$ cat src/rtl/hram_pkg.sv
// Shared definitions for the two-port HyperRAM arbiter: FSM encoding,
// default parameters and controller command field widths.
package hram_pkg;

    localparam int unsigned HRAM_TIMEOUT = 15;
    localparam int unsigned HRAM_LEN_W   = 22;
    localparam int unsigned HRAM_ADDR_W  = 32;
    localparam int unsigned HRAM_DATA_W  = 32;
    localparam int unsigned HRAM_BE_W    = 4;

    localparam logic [1:0] ST_IDLE      = 2'd0;
    localparam logic [1:0] ST_ISSUE     = 2'd1;
    localparam logic [1:0] ST_WAIT_BUSY = 2'd2;
    localparam logic [1:0] ST_WAIT_DONE = 2'd3;

    typedef enum logic [1:0] {
        IDLE      = ST_IDLE,
        ISSUE     = ST_ISSUE,
        WAIT_BUSY = ST_WAIT_BUSY,
        WAIT_DONE = ST_WAIT_DONE
    } state_e;

    // Command fields latched toward the controller on a grant
    typedef struct packed {
        logic [HRAM_ADDR_W-1:0] addr;
        logic [HRAM_DATA_W-1:0] wdata;
        logic [HRAM_BE_W-1:0]   be;
    } hram_cmd_t;

    function automatic logic [1:0] port_onehot(input logic port);
        return port ? 2'b10 : 2'b01;
    endfunction

endpackage

$ cat src/rtl/hram_arbiter_if.sv
// Requester and controller signals of the HyperRAM arbiter; the arbiter
// uses the slave view, requesters/controller (or a bench) the master view.
interface hram_arbiter_if
    import hram_pkg::*;
#(
    parameter int unsigned LEN_W = HRAM_LEN_W
) ();

    logic                   p0_req;
    logic                   p0_we;
    logic [HRAM_ADDR_W-1:0] p0_addr;
    logic [HRAM_DATA_W-1:0] p0_wdata;
    logic [HRAM_BE_W-1:0]   p0_be;
    logic [LEN_W-1:0]       p0_len;
    logic                   p0_gnt;
    logic                   p0_rvalid;
    logic [HRAM_DATA_W-1:0] p0_rdata;
    logic                   p0_done;

    logic                   p1_req;
    logic                   p1_we;
    logic [HRAM_ADDR_W-1:0] p1_addr;
    logic [HRAM_DATA_W-1:0] p1_wdata;
    logic [HRAM_BE_W-1:0]   p1_be;
    logic [LEN_W-1:0]       p1_len;
    logic                   p1_gnt;
    logic                   p1_rvalid;
    logic [HRAM_DATA_W-1:0] p1_rdata;
    logic                   p1_done;

    logic                   timeout_err;
    logic                   rd_req;
    logic                   wr_req;
    logic [HRAM_ADDR_W-1:0] addr;
    logic [HRAM_DATA_W-1:0] wr_d;
    logic [HRAM_BE_W-1:0]   wr_byte_en;
    logic [LEN_W-1:0]       rd_num_dwords;
    logic                   busy;
    logic                   rd_rdy;
    logic [HRAM_DATA_W-1:0] rd_d;

    modport slave (
        input  p0_req, p0_we, p0_addr, p0_wdata, p0_be, p0_len,
        input  p1_req, p1_we, p1_addr, p1_wdata, p1_be, p1_len,
        input  busy, rd_rdy, rd_d,
        output p0_gnt, p0_rvalid, p0_rdata, p0_done,
        output p1_gnt, p1_rvalid, p1_rdata, p1_done,
        output timeout_err, rd_req, wr_req, addr, wr_d, wr_byte_en, rd_num_dwords
    );

    modport master (
        output p0_req, p0_we, p0_addr, p0_wdata, p0_be, p0_len,
        output p1_req, p1_we, p1_addr, p1_wdata, p1_be, p1_len,
        output busy, rd_rdy, rd_d,
        input  p0_gnt, p0_rvalid, p0_rdata, p0_done,
        input  p1_gnt, p1_rvalid, p1_rdata, p1_done,
        input  timeout_err, rd_req, wr_req, addr, wr_d, wr_byte_en, rd_num_dwords
    );

endinterface

$ cat src/rtl/hram_rr_pick.sv
// Two-way round-robin pick: a lone requester wins, a tie goes to the port
// that was not served last.
module hram_rr_pick (
    input  logic [1:0] req_i,
    input  logic       last_i,
    output logic       win_c_o,
    output logic       valid_c_o
);

    always_comb begin
        win_c_o   = 1'b0;
        valid_c_o = |req_i;
        case (req_i)
            2'b01:   win_c_o = 1'b0;
            2'b10:   win_c_o = 1'b1;
            2'b11:   win_c_o = ~last_i;
            default: win_c_o = 1'b0;
        endcase
    end

endmodule

$ cat src/rtl/hram_arbiter.sv
// Two-port arbiter/sequencer in front of the HyperRAM controller: grants
// round-robin, issues one command pulse, tracks busy and routes read beats.
module hram_arbiter
    import hram_pkg::*;
#(
    parameter int unsigned TIMEOUT = HRAM_TIMEOUT,
    parameter int unsigned LEN_W   = HRAM_LEN_W
) (
    input  logic          hram_clk,
    input  logic          rstn,
    hram_arbiter_if.slave bus
);

    localparam int unsigned      TMR_W    = (TIMEOUT > 1) ? $clog2(TIMEOUT) : 1;
    localparam logic [TMR_W-1:0] TMR_LAST = TMR_W'(TIMEOUT - 1);

    state_e                         state_q, state_d;
    logic                           owner_q, owner_d;
    logic                           last_q, last_d;
    logic [TMR_W-1:0]               timer_q, timer_d;
    hram_cmd_t                      cmd_q, cmd_d;
    logic [LEN_W-1:0]               len_q, len_d;
    logic [1:0]                     gnt_q, gnt_d;
    logic [1:0]                     done_q, done_d;
    logic [1:0]                     rvalid_q, rvalid_d;
    logic [1:0][HRAM_DATA_W-1:0]    rdata_q, rdata_d;
    logic                           tmo_q, tmo_d;
    logic                           rd_req_q, rd_req_d;
    logic                           wr_req_q, wr_req_d;

    logic [1:0]                     req_c;
    logic [1:0]                     req_we_c;
    hram_cmd_t [1:0]                req_cmd_c;
    logic [1:0][LEN_W-1:0]          req_len_c;
    logic                           win_c;
    logic                           win_valid_c;

    assign req_c        = {bus.p1_req, bus.p0_req};
    assign req_we_c     = {bus.p1_we, bus.p0_we};
    assign req_cmd_c[0] = {bus.p0_addr, bus.p0_wdata, bus.p0_be};
    assign req_cmd_c[1] = {bus.p1_addr, bus.p1_wdata, bus.p1_be};
    assign req_len_c[0] = bus.p0_len;
    assign req_len_c[1] = bus.p1_len;

    hram_rr_pick u_pick (
        .req_i     (req_c),
        .last_i    (last_q),
        .win_c_o   (win_c),
        .valid_c_o (win_valid_c)
    );

    // Next-state, timer, command latch and pulse generation
    always_comb begin
        state_d  = state_q;
        owner_d  = owner_q;
        last_d   = last_q;
        timer_d  = timer_q;
        cmd_d    = cmd_q;
        len_d    = len_q;
        gnt_d    = 2'b00;
        done_d   = 2'b00;
        rvalid_d = 2'b00;
        rdata_d  = rdata_q;
        tmo_d    = 1'b0;
        rd_req_d = 1'b0;
        wr_req_d = 1'b0;

        // Read beats belong to the owner only while a command is in flight
        if ((state_q == WAIT_BUSY || state_q == WAIT_DONE) && bus.rd_rdy) begin
            rvalid_d = port_onehot(owner_q);
            if (owner_q) rdata_d[1] = bus.rd_d;
            else         rdata_d[0] = bus.rd_d;
        end

        case (state_q)
            IDLE: begin
                if (!bus.busy && win_valid_c) begin
                    owner_d  = win_c;
                    cmd_d    = req_cmd_c[win_c];
                    len_d    = req_len_c[win_c];
                    gnt_d    = port_onehot(win_c);
                    rd_req_d = ~req_we_c[win_c];
                    wr_req_d = req_we_c[win_c];
                    state_d  = ISSUE;
                end
            end
            ISSUE: begin
                timer_d = '0;
                state_d = WAIT_BUSY;
            end
            WAIT_BUSY: begin
                if (bus.busy) begin
                    state_d = WAIT_DONE;
                end else if (timer_q == TMR_LAST) begin
                    done_d  = port_onehot(owner_q);
                    tmo_d   = 1'b1;
                    last_d  = owner_q;
                    state_d = IDLE;
                end else begin
                    timer_d = timer_q + 1'b1;
                end
            end
            WAIT_DONE: begin
                if (!bus.busy) begin
                    done_d  = port_onehot(owner_q);
                    last_d  = owner_q;
                    state_d = IDLE;
                end
            end
            default: state_d = IDLE;
        endcase
    end

    // last resets to 1 so port 0 wins the first tie
    always_ff @(posedge hram_clk or negedge rstn) begin
        if (!rstn) begin
            state_q  <= IDLE;
            owner_q  <= 1'b0;
            last_q   <= 1'b1;
            timer_q  <= '0;
            cmd_q    <= '0;
            len_q    <= '0;
            gnt_q    <= 2'b00;
            done_q   <= 2'b00;
            rvalid_q <= 2'b00;
            rdata_q  <= '0;
            tmo_q    <= 1'b0;
            rd_req_q <= 1'b0;
            wr_req_q <= 1'b0;
        end else begin
            state_q  <= state_d;
            owner_q  <= owner_d;
            last_q   <= last_d;
            timer_q  <= timer_d;
            cmd_q    <= cmd_d;
            len_q    <= len_d;
            gnt_q    <= gnt_d;
            done_q   <= done_d;
            rvalid_q <= rvalid_d;
            rdata_q  <= rdata_d;
            tmo_q    <= tmo_d;
            rd_req_q <= rd_req_d;
            wr_req_q <= wr_req_d;
        end
    end

    assign bus.p0_gnt        = gnt_q[0];
    assign bus.p1_gnt        = gnt_q[1];
    assign bus.p0_done       = done_q[0];
    assign bus.p1_done       = done_q[1];
    assign bus.p0_rvalid     = rvalid_q[0];
    assign bus.p1_rvalid     = rvalid_q[1];
    assign bus.p0_rdata      = rdata_q[0];
    assign bus.p1_rdata      = rdata_q[1];
    assign bus.timeout_err   = tmo_q;
    assign bus.rd_req        = rd_req_q;
    assign bus.wr_req        = wr_req_q;
    assign bus.addr          = cmd_q.addr;
    assign bus.wr_d          = cmd_q.wdata;
    assign bus.wr_byte_en    = cmd_q.be;
    assign bus.rd_num_dwords = len_q;

endmodule

$ cat src/flat_wrapper.sv
// flat-port wrapper written by rule: the top's interface ports become plain ports
module hram_arbiter_flat import hram_pkg::*;
#(
    parameter int unsigned TIMEOUT = HRAM_TIMEOUT,
    parameter int unsigned LEN_W   = HRAM_LEN_W
)
  (hram_clk, rstn, bus_p0_req, bus_p0_we, bus_p0_addr, bus_p0_wdata, bus_p0_be, bus_p0_len, bus_p1_req, bus_p1_we, bus_p1_addr, bus_p1_wdata, bus_p1_be, bus_p1_len, bus_busy, bus_rd_rdy, bus_rd_d, bus_p0_gnt, bus_p0_rvalid, bus_p0_rdata, bus_p0_done, bus_p1_gnt, bus_p1_rvalid, bus_p1_rdata, bus_p1_done, bus_timeout_err, bus_rd_req, bus_wr_req, bus_addr, bus_wr_d, bus_wr_byte_en, bus_rd_num_dwords);
  hram_arbiter_if #(.LEN_W(LEN_W)) bus_i ();
  input  logic hram_clk;
  input  logic rstn;
  input wire logic [$bits(bus_i.p0_req)-1:0] bus_p0_req;
  input wire logic [$bits(bus_i.p0_we)-1:0] bus_p0_we;
  input wire logic [$bits(bus_i.p0_addr)-1:0] bus_p0_addr;
  input wire logic [$bits(bus_i.p0_wdata)-1:0] bus_p0_wdata;
  input wire logic [$bits(bus_i.p0_be)-1:0] bus_p0_be;
  input wire logic [$bits(bus_i.p0_len)-1:0] bus_p0_len;
  input wire logic [$bits(bus_i.p1_req)-1:0] bus_p1_req;
  input wire logic [$bits(bus_i.p1_we)-1:0] bus_p1_we;
  input wire logic [$bits(bus_i.p1_addr)-1:0] bus_p1_addr;
  input wire logic [$bits(bus_i.p1_wdata)-1:0] bus_p1_wdata;
  input wire logic [$bits(bus_i.p1_be)-1:0] bus_p1_be;
  input wire logic [$bits(bus_i.p1_len)-1:0] bus_p1_len;
  input wire logic [$bits(bus_i.busy)-1:0] bus_busy;
  input wire logic [$bits(bus_i.rd_rdy)-1:0] bus_rd_rdy;
  input wire logic [$bits(bus_i.rd_d)-1:0] bus_rd_d;
  output wire logic [$bits(bus_i.p0_gnt)-1:0] bus_p0_gnt;
  output wire logic [$bits(bus_i.p0_rvalid)-1:0] bus_p0_rvalid;
  output wire logic [$bits(bus_i.p0_rdata)-1:0] bus_p0_rdata;
  output wire logic [$bits(bus_i.p0_done)-1:0] bus_p0_done;
  output wire logic [$bits(bus_i.p1_gnt)-1:0] bus_p1_gnt;
  output wire logic [$bits(bus_i.p1_rvalid)-1:0] bus_p1_rvalid;
  output wire logic [$bits(bus_i.p1_rdata)-1:0] bus_p1_rdata;
  output wire logic [$bits(bus_i.p1_done)-1:0] bus_p1_done;
  output wire logic [$bits(bus_i.timeout_err)-1:0] bus_timeout_err;
  output wire logic [$bits(bus_i.rd_req)-1:0] bus_rd_req;
  output wire logic [$bits(bus_i.wr_req)-1:0] bus_wr_req;
  output wire logic [$bits(bus_i.addr)-1:0] bus_addr;
  output wire logic [$bits(bus_i.wr_d)-1:0] bus_wr_d;
  output wire logic [$bits(bus_i.wr_byte_en)-1:0] bus_wr_byte_en;
  output wire logic [$bits(bus_i.rd_num_dwords)-1:0] bus_rd_num_dwords;
  assign bus_i.p0_req = bus_p0_req;
  assign bus_i.p0_we = bus_p0_we;
  assign bus_i.p0_addr = bus_p0_addr;
  assign bus_i.p0_wdata = bus_p0_wdata;
  assign bus_i.p0_be = bus_p0_be;
  assign bus_i.p0_len = bus_p0_len;
  assign bus_i.p1_req = bus_p1_req;
  assign bus_i.p1_we = bus_p1_we;
  assign bus_i.p1_addr = bus_p1_addr;
  assign bus_i.p1_wdata = bus_p1_wdata;
  assign bus_i.p1_be = bus_p1_be;
  assign bus_i.p1_len = bus_p1_len;
  assign bus_i.busy = bus_busy;
  assign bus_i.rd_rdy = bus_rd_rdy;
  assign bus_i.rd_d = bus_rd_d;
  assign bus_p0_gnt = bus_i.p0_gnt;
  assign bus_p0_rvalid = bus_i.p0_rvalid;
  assign bus_p0_rdata = bus_i.p0_rdata;
  assign bus_p0_done = bus_i.p0_done;
  assign bus_p1_gnt = bus_i.p1_gnt;
  assign bus_p1_rvalid = bus_i.p1_rvalid;
  assign bus_p1_rdata = bus_i.p1_rdata;
  assign bus_p1_done = bus_i.p1_done;
  assign bus_timeout_err = bus_i.timeout_err;
  assign bus_rd_req = bus_i.rd_req;
  assign bus_wr_req = bus_i.wr_req;
  assign bus_addr = bus_i.addr;
  assign bus_wr_d = bus_i.wr_d;
  assign bus_wr_byte_en = bus_i.wr_byte_en;
  assign bus_rd_num_dwords = bus_i.rd_num_dwords;
  hram_arbiter #(.TIMEOUT(TIMEOUT), .LEN_W(LEN_W)) u_core (.hram_clk(hram_clk), .rstn(rstn), .bus(bus_i));
endmodule
$ cat config.mk
export PLATFORM = sky130hd
export DESIGN_NAME = hram_arbiter_flat
export DESIGN_NICKNAME = d
export VERILOG_FILES = /design/src/rtl/hram_pkg.sv /design/src/rtl/hram_arbiter_if.sv /design/src/rtl/hram_rr_pick.sv /design/src/rtl/hram_arbiter.sv /design/src/flat_wrapper.sv
export SDC_FILE = /design/constraint.sdc
export NUM_CORES = 1
export LEC_CHECK = 0
export CORE_AREA = 2 2 147 149
export DETAILED_ROUTE_END_ITERATION = 7
export DIE_AREA = 0 0 149 151
export GPL_TIMING_DRIVEN = 0
export PLACE_DENSITY = 0.76
export SYNTH_ARGS = -nofsm -noshare
export SYNTH_HDL_FRONTEND = slang
export SYNTH_SLANG_ARGS = --single-unit
$ cat constraint.sdc
create_clock -name hram_clk -period 5.01 [get_ports hram_clk]
set_clock_uncertainty 0.2 [all_clocks]
set_input_delay 1.002 -clock hram_clk [delete_from_list [all_inputs] [get_ports hram_clk]]
set_output_delay 1.002 -clock hram_clk [all_outputs]
set_load 0.01 [all_outputs]
==> metrics.yaml <==
leakagePower_nw: 5.23
switching_share_pct: 32.4
place_inst: 1255
cts_tree: "yes"
slew_viol_final: 0
wl_met3_mm: 1.79
worstMarginPinSlew_ns: 0.834
critPathMaxFanout: 10
die_w_um: 149
fin_cells: 1287
setup.worst_path.end_class: "flop"
finalHoldViolCount: 0
start_util_pct: 34.8
synth_cells: 597
cp.arrival_ns: 3.26
antenna_found_initial: 1
synth_seq_area_share_pct: 59.1
fin_util_pct: 57.7
fin_ws_ns: 1.85
via_count: 6330
clk_pin_slew_worst_paths_ns: 0.07
synthArstFlopShare_pct: 100
core_area_um2: 20800
firstDrtPassIters: 4
highest_layer: "met4"
row_count: 53
grt_pass1_wl_mm: 37.1
first_global_vias: 6449
report.power.total_w: 0.00660
drive_gt1_share_pct: 12.1
synth_nets: 819
outcome: "finished clean"
cts-buffers-inserted: 17
io_pins: 383
grt_max_degree: 106
hold_buffers: 0
combPwrFrac_pct: 44.2
cap_violations: 0
nNetsFinal: 1221
setup_viol: 0
post_cts_buffers: 0
worstSetupStartpointType: "input pin"
clkSinkCount: 171
pre_cts_ws_ns: 1.31
maxSlewHeadroom_pct: 44.4
die-area_um2: 22500
gp_congestion: 0.898
grt_use_total_pct: 21.8
ys_ff_latch: 171
critPathRequiredTime_ns: 5.11
avgSynthCellArea_um2: 12.1
hold_path_class: "input pin to asynchronous set/reset pin"
p_clk_share_pct: 19.6
cts_resized: 0
p_per_area_nw_per_um2: 549
netlist_area_um2: 7240
wl_mm: 25.0
routed-wl-met2_mm: 12.2
wl_per_cell_um: 19.4
ys_types: 31
power.internal_w: 0.00446
crit_type: "input pin to flop"
die_h_um: 151
cts-root-buf: "clkbuf_16"
synth_ff_type: "dfrtp_1"
grt.overflow.total: 0
ant_nets: 0
first_iter_violations: 329
p_seq_share_pct: 36.2
clk_latency_ns: 0.42
synth_edf_count: 0
dp_hpwl_mm: 18.8
ir_drop_mv: 0.259
timing.final.crit_share_pct: 63.1
wl_met1_mm: 10.3
place.port_buffers: 382
cts.htree.levels: 4
drc: 0
rsz0062_at_grt: "no"
yosys_warnings: 0
area.growth.synth_to_final_pct: 66.1
via_per_inst: 4.92
hold_ws_ns: 0.305
fin_crit_ns: 3.16
p_sw_w: 0.00214
timing.fmax_ghz: 0.317
clk_path_buf_depth: 2
cells by family (layout without fill, tap and decap cells):
group / after synthesis / count (layout) / share of synthesized area (%)
fa+ha+maj: 2 / 2 / 0.346
simple gates: 113 / 113 / 8.09
other cells: 0 / 1 / 0
flops: 171 / 171 / 59.1
mux: 66 / 66 / 10.3
buf+inv: 143 / 557 / 8.32
compound gates: 102 / 102 / 13.8
layout make-up:
cell class | count | area (um2)
Inverter | 95 | 357
Clock inverter | 14 | 154
Multi-Input combinational cell | 283 | 2350
Sequential cell | 171 | 4280
Tap cell | 275 | 344
Fill cell | 1757 | 8800
Timing Repair Buffer | 383 | 3860
Antenna cell | 1 | 2.50
Clock buffer | 17 | 425
Buffer | 48 | 245
path summary, 6_finish.rpt:
check | slack [ns] | from | to | depth (start not counted)
max in group asynchronous | 3.39 | rstn | u_core.bus.wr_d[4] | 2
hold / removal | 0.31 | rstn | u_core.bus.p0_rdata[16] | 1
setup / recovery | 1.85 | bus_p1_req | u_core.bus.wr_d[23] | 6
min in group hram_clk | 0.31 | u_core.bus.p0_rdata[24] | u_core.bus.p0_rdata[24] | 1
setup reg to reg | 2.46 | u_core.last_q | u_core.bus.wr_d[23] | 5
hold reg to reg | 0.31 | u_core.bus.p0_rdata[24] | u_core.bus.p0_rdata[24] | 1
cells in the final DEF (no fill, tap or decap), types with 5 or more instances in the layout:
cell type          n
clkbuf_1          31
clkdlybuf4s50_1  381
nor2_1             5
nor3_1            90
clkinv_4           5
buf_2             10
a221o_1           90
clkbuf_16         17
buf_6              7
inv_1             95
dfrtp_1          170
mux2_2            65
routing by layer:
layer	up-vias	global-route usage (%)
met2	249	35.7
li1	2957	-
met5	-	0
met1	3086	28.1
met4	0	7.24
met3	38	5.84
power by group through the flow:
stage	Clock [W]	Sequential [W]	Combinational (W)
after floorplan	0	0.00264	0.000912
after global placement	0	0.00238	0.00291
after detailed placement	0	0.00240	0.00294
after CTS	0.00132	0.00238	0.00296
after global routing	0.00137	0.00246	0.00310
final	0.00129	0.00239	0.00292
synthesized netlist by cell type (2+ instances only):
cell type / number / area share, %
nor2_1: 5 / 0.26
o21ai_0: 2 / 0.14
mux2_2: 65 / 10
nor3_1: 90 / 6.2
nor2b_1: 2 / 0.17
a221o_1: 90 / 12
o211ai_1: 2 / 0.21
buf_6: 7 / 1.1
dfrtp_1: 170 / 59
nand2_1: 2 / 0.10
and2_1: 2 / 0.17
buf_2: 10 / 0.69
clkbuf_1: 31 / 1.6
nand2b_1: 4 / 0.35
ha_1: 2 / 0.35
inv_1: 95 / 4.9
nand3_1: 4 / 0.28
per-stage QoR:
| stage | instance area [um2] | setup TNS [ns] |
|---|---|---|
| 2_1_floorplan | 7240 | 0 |
| 3_3_place_gp | 11400 | -758.20 |
| 3_5_place_dp | 11400 | 0 |
| 4_1_cts | 12000 | 0 |
| 5_1_grt | 12000 | 0 |
| 6_report | 12000 | 0 |
sequential cells by signal, indices dropped and copies added (netlist names), 4 cells and up:
| name | flops |
|---|---|
| u_core.bus.p1_rdata | 32 |
| u_core.bus.p0_rdata | 32 |
| u_core.bus.wr_byte_en | 4 |
| u_core.timer_q | 4 |
| u_core.bus.wr_d | 32 |
| u_core.bus.rd_num_dwords | 22 |
| u_core.bus.addr | 32 |
critical path, stage by stage:
cell and delay, ns:
clkdlybuf4s50_1 0.47, a21bo_2 0.23, clkbuf_1 0.63, clkbuf_1 0.52, nor3_1 0.13, a221o_1 0.28
No activity file was read; power rests on OpenSTA's default activity.
